[src/rtl/divider_unit_pkg.sv]
// Shared definitions for the EX-stage divider: FSM encoding, iteration count, and the
// function codes that upstream decode maps onto start/signed_div.
package divider_unit_pkg;

    typedef enum logic [1:0] {
        DIV_IDLE    = 2'b00,
        DIV_DIVZERO = 2'b01,
        DIV_RUN     = 2'b10,
        DIV_DONE    = 2'b11
    } div_state_e;

    localparam int DIV_CYCLES = 32;

    localparam logic [5:0] FUNCT_DIV  = 6'b011010;
    localparam logic [5:0] FUNCT_DIVU = 6'b011011;

endpackage

[src/rtl/divider_unit_step.sv]
// One restoring-division iteration: shift in the next dividend bit, trial-subtract the
// divisor, keep the difference when there is no borrow.
module divider_unit_step #(
    parameter int WIDTH = 32
) (
    input  logic [WIDTH-1:0] rem_in,
    input  logic             dividend_bit,
    input  logic [WIDTH-1:0] divisor,
    output logic [WIDTH-1:0] rem_out,
    output logic             q_bit
);

    logic [WIDTH:0] shifted;
    logic [WIDTH:0] diff;

    // rem_in < divisor, so the shifted value is below 2*divisor and the kept result fits WIDTH bits.
    assign shifted = {rem_in, dividend_bit};
    assign diff    = shifted - {1'b0, divisor};
    assign q_bit   = ~diff[WIDTH];
    assign rem_out = diff[WIDTH] ? shifted[WIDTH-1:0] : diff[WIDTH-1:0];

endmodule

[src/rtl/divider_unit.sv]
// Multi-cycle radix-2 restoring divider (DIV/DIVU); result_div = {remainder, quotient}.
// Stalls the pipeline via busy and aborts on cancel.
module divider_unit
    import divider_unit_pkg::*;
#(
    parameter int WIDTH    = DIV_CYCLES,
    parameter int CNT_BITS = 6
) (
    input  logic               clk,
    input  logic               rst,
    input  logic               start,
    input  logic               signed_div,
    input  logic [WIDTH-1:0]   operand_1,
    input  logic [WIDTH-1:0]   operand_2,
    input  logic               cancel,
    output logic               busy,
    output logic               done,
    output logic [2*WIDTH-1:0] result_div
);

    localparam logic [CNT_BITS-1:0] LAST_CNT = CNT_BITS'(WIDTH - 1);

    div_state_e           state_q, state_d;
    logic [CNT_BITS-1:0]  counter_q, counter_d;
    logic [WIDTH-1:0]     dvd_q, dvd_d;
    logic [WIDTH-1:0]     dvs_q, dvs_d;
    logic [WIDTH-1:0]     rem_q, rem_d;
    logic                 neg_quo_q, neg_quo_d;
    logic                 neg_rem_q, neg_rem_d;
    logic                 done_q, done_d;
    logic [2*WIDTH-1:0]   result_q, result_d;

    logic [WIDTH-1:0]     op1_abs, op2_abs;
    logic [WIDTH-1:0]     step_rem, quo_raw;
    logic                 step_q;

    assign op1_abs = (signed_div && operand_1[WIDTH-1]) ? -operand_1 : operand_1;
    assign op2_abs = (signed_div && operand_2[WIDTH-1]) ? -operand_2 : operand_2;

    divider_unit_step #(.WIDTH(WIDTH)) u_step (
        .rem_in       (rem_q),
        .dividend_bit (dvd_q[WIDTH-1]),
        .divisor      (dvs_q),
        .rem_out      (step_rem),
        .q_bit        (step_q)
    );

    // The dividend register doubles as the quotient shift register.
    assign quo_raw = {dvd_q[WIDTH-2:0], step_q};

    always_comb begin
        // NOTE: every signal gets a default first so no path through the case infers a latch.
        state_d   = state_q;
        counter_d = counter_q;
        dvd_d     = dvd_q;
        dvs_d     = dvs_q;
        rem_d     = rem_q;
        neg_quo_d = neg_quo_q;
        neg_rem_d = neg_rem_q;
        done_d    = 1'b0;
        result_d  = result_q;

        case (state_q)
            DIV_IDLE: begin
                if (start && !cancel) begin
                    neg_quo_d = signed_div & (operand_1[WIDTH-1] ^ operand_2[WIDTH-1]);
                    neg_rem_d = signed_div & operand_1[WIDTH-1];
                    dvs_d     = op2_abs;
                    rem_d     = '0;
                    counter_d = '0;
                    if (operand_2 == '0) begin
                        dvd_d   = operand_1;
                        state_d = DIV_DIVZERO;
                    end else begin
                        dvd_d   = op1_abs;
                        state_d = DIV_RUN;
                    end
                end
            end
            DIV_DIVZERO: begin
                if (cancel) begin
                    state_d = DIV_IDLE;
                end else begin
                    result_d = {dvd_q, {WIDTH{1'b1}}};
                    done_d   = 1'b1;
                    state_d  = DIV_DONE;
                end
            end
            DIV_RUN: begin
                if (cancel) begin
                    state_d = DIV_IDLE;
                end else begin
                    rem_d     = step_rem;
                    dvd_d     = quo_raw;
                    counter_d = counter_q + CNT_BITS'(1);
                    if (counter_q == LAST_CNT) begin
                        result_d = {neg_rem_q ? -step_rem : step_rem,
                                    neg_quo_q ? -quo_raw  : quo_raw};
                        done_d   = 1'b1;
                        state_d  = DIV_DONE;
                    end
                end
            end
            DIV_DONE: state_d = DIV_IDLE;
            default:  state_d = DIV_IDLE;
        endcase
    end

    always_ff @(posedge clk) begin
        // NOTE: datapath latches are reset along with control so nothing stale survives a reset.
        if (!rst) begin
            state_q   <= DIV_IDLE;
            counter_q <= '0;
            dvd_q     <= '0;
            dvs_q     <= '0;
            rem_q     <= '0;
            neg_quo_q <= 1'b0;
            neg_rem_q <= 1'b0;
            done_q    <= 1'b0;
            result_q  <= '0;
        end else begin
            // NOTE: non-blocking assignments so every flop samples pre-edge values.
            state_q   <= state_d;
            counter_q <= counter_d;
            dvd_q     <= dvd_d;
            dvs_q     <= dvs_d;
            rem_q     <= rem_d;
            neg_quo_q <= neg_quo_d;
            neg_rem_q <= neg_rem_d;
            done_q    <= done_d;
            result_q  <= result_d;
        end
    end

    // Combinational so the ID/EX stall asserts in the issue cycle itself.
    assign busy       = (state_q == DIV_RUN) ||
                        ((state_q == DIV_IDLE) && start && !cancel);
    assign done       = done_q;
    assign result_div = result_q;

endmodule

[config.mk]
export PLATFORM = sky130hd
export DESIGN_NAME = divider_unit
export DESIGN_NICKNAME = d
export VERILOG_FILES = /design/src/rtl/divider_unit_pkg.sv /design/src/rtl/divider_unit_step.sv /design/src/rtl/divider_unit.sv
export SDC_FILE = /design/constraint.sdc
export NUM_CORES = 1
export LEC_CHECK = 0
export BUFFER_PORTS_ARGS = -buffer_cell sky130_fd_sc_hd__buf_2
export CAP_MARGIN = 30
export CORE_MARGIN = 2
export CORE_UTILIZATION = 36
export DETAILED_ROUTE_END_ITERATION = 7
export HOLD_SLACK_MARGIN = 0.06
export PLACE_DENSITY = 0.6
export REMOVE_ABC_BUFFERS = 1
export SYNTH_ARGS = -nofsm -noshare
export SYNTH_HDL_FRONTEND = slang
export SYNTH_SLANG_ARGS = --single-unit
[constraint.sdc]
create_clock -name clk -period 7.1 [get_ports clk]
set_input_delay 0.355 -clock clk [delete_from_list [all_inputs] [get_ports clk]]
set_output_delay 0.355 -clock clk [all_outputs]
set_load 0.05 [all_outputs]
==> reports/metrics.cfg, run 1 <==
[outcome]
status = finished clean

[detailed_routing]
ant_nets = 0
vias_per_cell = 5.52
wl_um = 38600
drt-wirelength-per-cell_um = 17.9
dr.pass1.iters = 5
drtIter0Drc = 998
drc = 0
vias = 11900

[setup_path]
required_ns = 7.39
rr_endpoint = result_div[62]
startpoint_type = flip-flop
r2r_start = dvd_q[31]
worstRegToRegCells = 21
critPathKind = flip-flop to flip-flop
crit_path_max_fanout = 9
r2r_slack_ns = 1.66
worstPathArrival_ns = 5.73
crit_path_end_kind = flip-flop

[sta]
fmax_mhz = 184
hold_ws_ns = 0.200
setup_violations = 0
fin_skew_ns = 0.00795
worstMarginPinSlew_ns = 0.921
rsz0062_at_grt = no
fin_crit_sh_pct = 76.7
finalHoldViolCount = 0
tns_ns = 0
fin_crit_ns = 5.44
maxSlewHeadroom_pct = 38.6
maxSlewViolCount = 0

[die]
placementRows = 67
start_util_pct = 36.5
fp.coreArea_sq_mm = 0.0335
die_x_um = 188
io_pins = 135
die_area_sq_mm = 0.0355
die_h_um = 188

[global_routing]
grt_usage_pct = 21.4
grt_max_degree = 80
busiest_layer = met2
grt_pass1_wl_um = 61300
met1_usage_pct = 30.4
use_met3_pct = 2.87
use_met2_pct = 34.2
grt_pass1_vias = 11100
gr-total-overflow = 0
antenna_found_initial = 0

[power]
power_density_mw_per_mm2 = 349
power.total_mw = 4.77
ir_drop_uv = 184
p_leak_nw = 5.42

[placement]
routabilityCongestion = 0.889
dp_hpwl_um = 28600
io_buffers = 134
placed_area_sq_mm = 0.0131

[synthesis]
synth-compound-area-share_pct = 28.2
syn_area_per_cell_sq_um = 7.43
synth_edf_count = 0
synthSimpleGateAreaFrac_pct = 21.7
yosys.area_share.xor_xnor_pct = 9.52
ys_seq_area_share_pct = 28.0
ys_types = 89
syn-instance-count = 1646
netlist_area_sq_mm = 0.0122
synth_fa_ha_area_share_pct = 4.26
async_reset_ff_share_pct = 0
post-synth-top-area-cell = dfxtp_1
synth_seq_cells = 171
synth_top_family_by_area = compound AO/OA/AOI/OAI gates
synth.top_cells.by_area = dfxtp_1, a21oi_1, nand2_1, xor2_1, nor2_1
synth_top_area_share_pct = 28.0
synthMuxAreaShare_pct = 2.55
synthFlopType = dfxtp_1
yosys_warnings = 0

[min_path]
min_path_type = input port to flip-flop
min_to = dvs_q[1]
hp-start = operand_2[1]
worstHoldPathCells = 3

[clock_network]
hold_buffers = 0
cts_max_level = 4
cts_tree = done
path_clk_slew_ns = 0.07
clkLatencyLatePin_ns = 0.44
cts_resized = 0
post_cts_buffers = 0
clockBufferDepth = 2
root_buffer = clkbuf_16
cts_made_buffers = 17
clock_sinks = 171

[finish]
layout_common_cells = nand2_1, dfxtp_1, nor2_1, a21oi_1, buf_2
drive_above_1_share_pct = 13.3
final_cell_area_sq_mm = 0.0137
fillers = 3555
area_growth_pct = 12.0
n_antenna_cell = 0
final_common_cell = nand2_1
finalNetCount = 1808

[run]
max_cap_viol_count = 0

worst max path at each step:
| stage | slack, ns | to | depth (start not counted) | start |
|---|---|---|---|---|
| global route | 1.28 | result_div[62] | 21 | dvd_q[31] |
| floorplan | 1.35 | result_div[62] | 20 | dvd_q[31] |
| global placement | 1.94 | result_div[62] | 21 | dvd_q[31] |
| detailed placement | 1.75 | result_div[62] | 21 | dvd_q[31] |
| CTS | 1.72 | result_div[62] | 21 | dvd_q[31] |
| finish | 1.66 | result_div[62] | 21 | dvd_q[31] |
final cells by class:
| class | count | area (sq um) | share of cell area [%] |
|---|---|---|---|
| tap | 448 | 561 | 4.09 |
| inverter | 57 | 218 | 1.59 |
| timing repair buffer | 151 | 798 | 5.83 |
| multi-input combinational | 1300 | 8130 | 59.4 |
| clock buffer | 22 | 474 | 3.46 |
| sequential | 171 | 3420 | 25.0 |
| clock inverter | 10 | 91.3 | 0.667 |
through the flow:
step,utilization [%],cells,worst slack [ns]
final,40.8,2159,1.66
after global routing,40.8,2159,1.28
after CTS,40.8,2159,1.72
after detailed placement,39.2,2127,1.75
after global placement,39.2,2127,1.94
after floorplan,-,1528,1.35
worst max-delay path, stage by stage, from the launching register on:
cell and delay [ns]:
dfxtp_1 0.36, inv_1 0.10, ha_1 0.22, fa_1 0.40
nor2b_1 0.22, o31a_1 0.28, o211ai_1 0.17, a211oi_4 0.45
o21a_2 0.29, nor2_2 0.09, inv_4 0.12, nor2_1 0.04
a21oi_1 0.22, ha_1 0.36, nand3_1 0.10, or4b_2 0.63
nand4_1 0.17, o221ai_2 0.17, nand4b_1 0.35, o31ai_2 0.28
xnor2_1 0.14, a31oi_1 0.09
state kept, by name (all words and copies together) (netlist names):
name / cells
counter_q: 6
done: 1
dvd_q: 32
dvs_q: 32
neg_quo_q: 1
neg_rem_q: 1
rem_q: 32
result_div: 64
state_q: 2
Yosys cell counts, types with 4 or more instances:
master and n:
a211oi_1 39, a21o_1 18, a21oi_1 155, a221oi_1 4
a311oi_1 6, a31oi_1 54, and2_1 13, and3_1 22
and4_1 4, buf_1 8, buf_2 20, clkbuf_1 86
dfxtp_1 171, ha_1 40, inv_1 55, mux2i_1 26
nand2_1 190, nand2b_1 12, nand3_1 24, nand4_1 17
nor2_1 169, nor2b_1 9, nor3_1 19, nor4_1 12
nor4b_1 6, o2111ai_1 6, o211a_1 5, o211ai_1 16
o21a_1 10, o21ai_0 122, o21ai_1 8, o21bai_1 4
o22ai_1 9, o31a_1 5, o31ai_1 21, o31ai_2 4
o41ai_1 14, or2_2 5, or3_1 23, or4_1 8
xnor2_1 52, xor2_1 81
cell families after synthesis:
logic type,count (synthesis)
multiplexers,30
flip-flops,171
AND/OR/NAND/NOR,558
XOR/XNOR,133
adder cells (fa/ha/maj),41
buffers and inverters,175
AO/OA/AOI/OAI,538
metal layers:
metal  up-vias  wire length (um)
met5         -                 0
met4         0               653
met3        42              1860
met2       339             17100
met1      5499             19100
li1       6034                 -
power by group:
| group | leakage (nW) | total [mW] | internal (mW) | switching (mW) |
|---|---|---|---|---|
| registers | 1.39 | 1.24 | 1.10 | 0.132 |
| clock network | 0.265 | 0.922 | 0.510 | 0.412 |
| logic | 3.77 | 2.62 | 0.847 | 1.77 |
(Power assumes the default switching activity.)
==> inputs of run 2 (changes only) <==
==> constraint.sdc (replaced) <==
create_clock -name clk -period 5.5 [get_ports clk]
set_input_delay 0.275 -clock clk [delete_from_list [all_inputs] [get_ports clk]]
set_output_delay 0.275 -clock clk [all_outputs]
set_load 0.05 [all_outputs]
==> run 2 against run 1 <==
- combinational power is 31% higher
- via count is 1.3% higher
- critical path type unchanged
- critical path depth is 1 lower
==> reports/metrics.cfg, run 2 (same netlist as run 1, synthesis figures left out) <==
[placement]
dp_slack_ns = 0.213  ; -1.53 ns
placed_area_sq_mm = 0.0132  ; +0.38%
dp_hpwl_um = 29000  ; +1.5%
io_buffers = 134  ; unchanged
routabilityCongestion = 0.924  ; +4.0%

[detailed_routing]
vias = 12100  ; +1.3%
drt-wirelength-per-cell_um = 17.9  ; about the same
drtIter0Drc = 1079  ; +8.1%
dr.pass1.iters = 5  ; unchanged
ant_nets = 0  ; unchanged
wl_um = 38800  ; +0.34%
drc = 0  ; unchanged
vias_per_cell = 5.57  ; +0.96%

[setup_path]
required_ns = 5.79  ; -1.60 ns
critPathKind = flip-flop to flip-flop
crit_buf_inv = 2  ; unchanged
startpoint_type = flip-flop
cpMaxStageDelayCell = or4b_2
worstPathArrival_ns = 5.48  ; -0.25 ns
critical_path.max_stage_delay_ns = 0.62  ; about the same
crit_path_end_kind = flip-flop
path_delay_family = simple AND/OR/NAND/NOR gates
crit_path_max_fanout = 9  ; unchanged
path_cells = inv_1, ha_1, fa_1, nor2b_2, o31a_1, o211ai_1, a211oi_4, nor3_2, nor2_2, inv_4, a21oi_1, ha_2, nand3_1, or4b_2, nand4_1, o221ai_2, nand4b_1, o31ai_2, xnor2_1, a31oi_1

[global_routing]
grt_pass1_wl_um = 61500  ; +0.24%
grt_max_degree = 81  ; +1.3%
grt_pass1_vias = 11200  ; +0.63%
grt_usage_pct = 21.6  ; +0.22 points
gr-total-overflow = 0  ; unchanged
antenna_found_initial = 0  ; unchanged

[sta]
setup_violations = 0  ; unchanged
layout_setup_ws_ns = 0.309  ; -1.35 ns
maxSlewViolCount = 0  ; unchanged
maxSlewHeadroom_pct = 44.0  ; +5.4 points
hold_ws_ns = 0.116  ; -0.0845 ns
fin_skew_ns = 0.0112  ; +0.00329 ns
fmax_mhz = 193  ; +4.9%
finalHoldViolCount = 0  ; unchanged
fin_crit_sh_pct = 94.4  ; +18 points
worstMarginPinSlew_ns = 0.835  ; -0.0862 ns
fin_crit_ns = 5.19  ; -0.254 ns

[finish]
final_util_pct = 41.3  ; +0.44 points
layout_common_cells = nand2_1, dfxtp_1, nor2_1, a21oi_1, buf_2
final_cell_area_sq_mm = 0.0138  ; +1.1%
area_growth_pct = 13.2
n_antenna_cell = 0  ; unchanged
drive_above_1_share_pct = 14.1  ; +0.75 points
finalNetCount = 1816  ; +0.44%
largest_reg_flops = 64  ; unchanged
final_common_cell = nand2_1

[outcome]
status = finished clean

[die]
die_h_um = 188  ; unchanged
fp.coreArea_sq_mm = 0.0335  ; unchanged
start_util_pct = 36.5  ; unchanged
die_x_um = 188  ; unchanged
die_area_sq_mm = 0.0355  ; unchanged
io_pins = 135  ; unchanged
placementRows = 67  ; unchanged

[clock_network]
clkLatencyLatePin_ns = 0.44  ; about the same
cts_max_level = 4  ; unchanged
root_buffer = clkbuf_16
hold_buffers = 0  ; unchanged
clock_sinks = 171  ; unchanged
clockBufferDepth = 2  ; unchanged
cts_made_buffers = 17  ; unchanged
cts_tree = done
path_clk_slew_ns = 0.07  ; about the same

[run]
max_cap_viol_count = 0  ; unchanged

[power]
clkPwrFrac_pct = 20.5  ; +1.2 points
power_density_mw_per_mm2 = 456  ; +31%
p_int_mw = 3.29  ; +34%
switching_share_pct = 47.9  ; -0.53 points
ir_drop_uv = 246  ; +34%
p_seq_share_pct = 25.3  ; -0.6 points
comb_power_share_pct = 54.2  ; -0.6 points
p_switching_mw = 3.03  ; +31%
p_leak_nw = 5.50  ; +1.5%

[min_path]
min_path_type = input port to flip-flop

==> run 2: cell count changes in the layout (fill, tap and decap cells not counted), sizes merged <==
cell / change
bufinv: +2
clkinv: +1
clkinvlp: -3
inv: +4
buf: +8
clkbuf: -4
==> run 2: worst paths after layout <==
path                   from  depth (start not counted)  slack (ns)             end
hold / removal       cancel                          2        0.12            done
setup reg to reg  dvd_q[31]                         20        0.31  result_div[62]
hold reg to reg   dvs_q[26]                          2        0.46       dvs_q[26]
setup / recovery  dvd_q[31]                         20        0.31  result_div[62]
==> run 2: cell type report <==
cell class | count | area, sq um
clock buffers | 18 | 439
clock inverters | 14 | 185
fillers | 3606 | 19700
inverters | 57 | 218
multi-input cells | 1300 | 8150
flip-flops and latches | 171 | 3420
well taps | 448 | 561
repair buffers | 159 | 871
==> run 2: through the flow <==
step / std cells / TNS (ns) / total power, mW
6_report: 2167 / 0 / 6.32
3_5_place_dp: 2132 / 0 / 4.98
2_1_floorplan: 1528 / -0.976 / 4.02
4_1_cts: 2164 / 0 / 6.29
3_3_place_gp: 2132 / 0 / 4.97
5_1_grt: 2167 / -0.0324 / 6.74
==> run 2: what timing repair did <==
item                                    in CTS  in global routing
setup buffers                                0                  3
gates resized for setup                      0                  5
endpoints found under the setup margin       0                  7
==> run 2: routing by layer <==
layer | part of all wire [%] | vias to the layer above | track usage [%] | wire [um]
met5 | 0 | - | 0 | 0
met4 | 3.1 | 0 | 8.08 | 1210
met3 | 5.4 | 56 | 3.04 | 2100
met2 | 43 | 372 | 33.5 | 16900
met1 | 48 | 5588 | 30.5 | 18600
li1 | - | 6057 | - | -
==> run 2: power by group through the flow <==
stage          registers [mW]  clock network [mW]  logic [mW]
3_3_place_gp             1.62                   0        3.35
5_1_grt                  1.63                1.38        3.74
2_1_floorplan            1.83                   0        2.19
3_5_place_dp             1.62                   0        3.36
6_report                 1.60                1.29        3.42
4_1_cts                  1.60                1.32        3.37
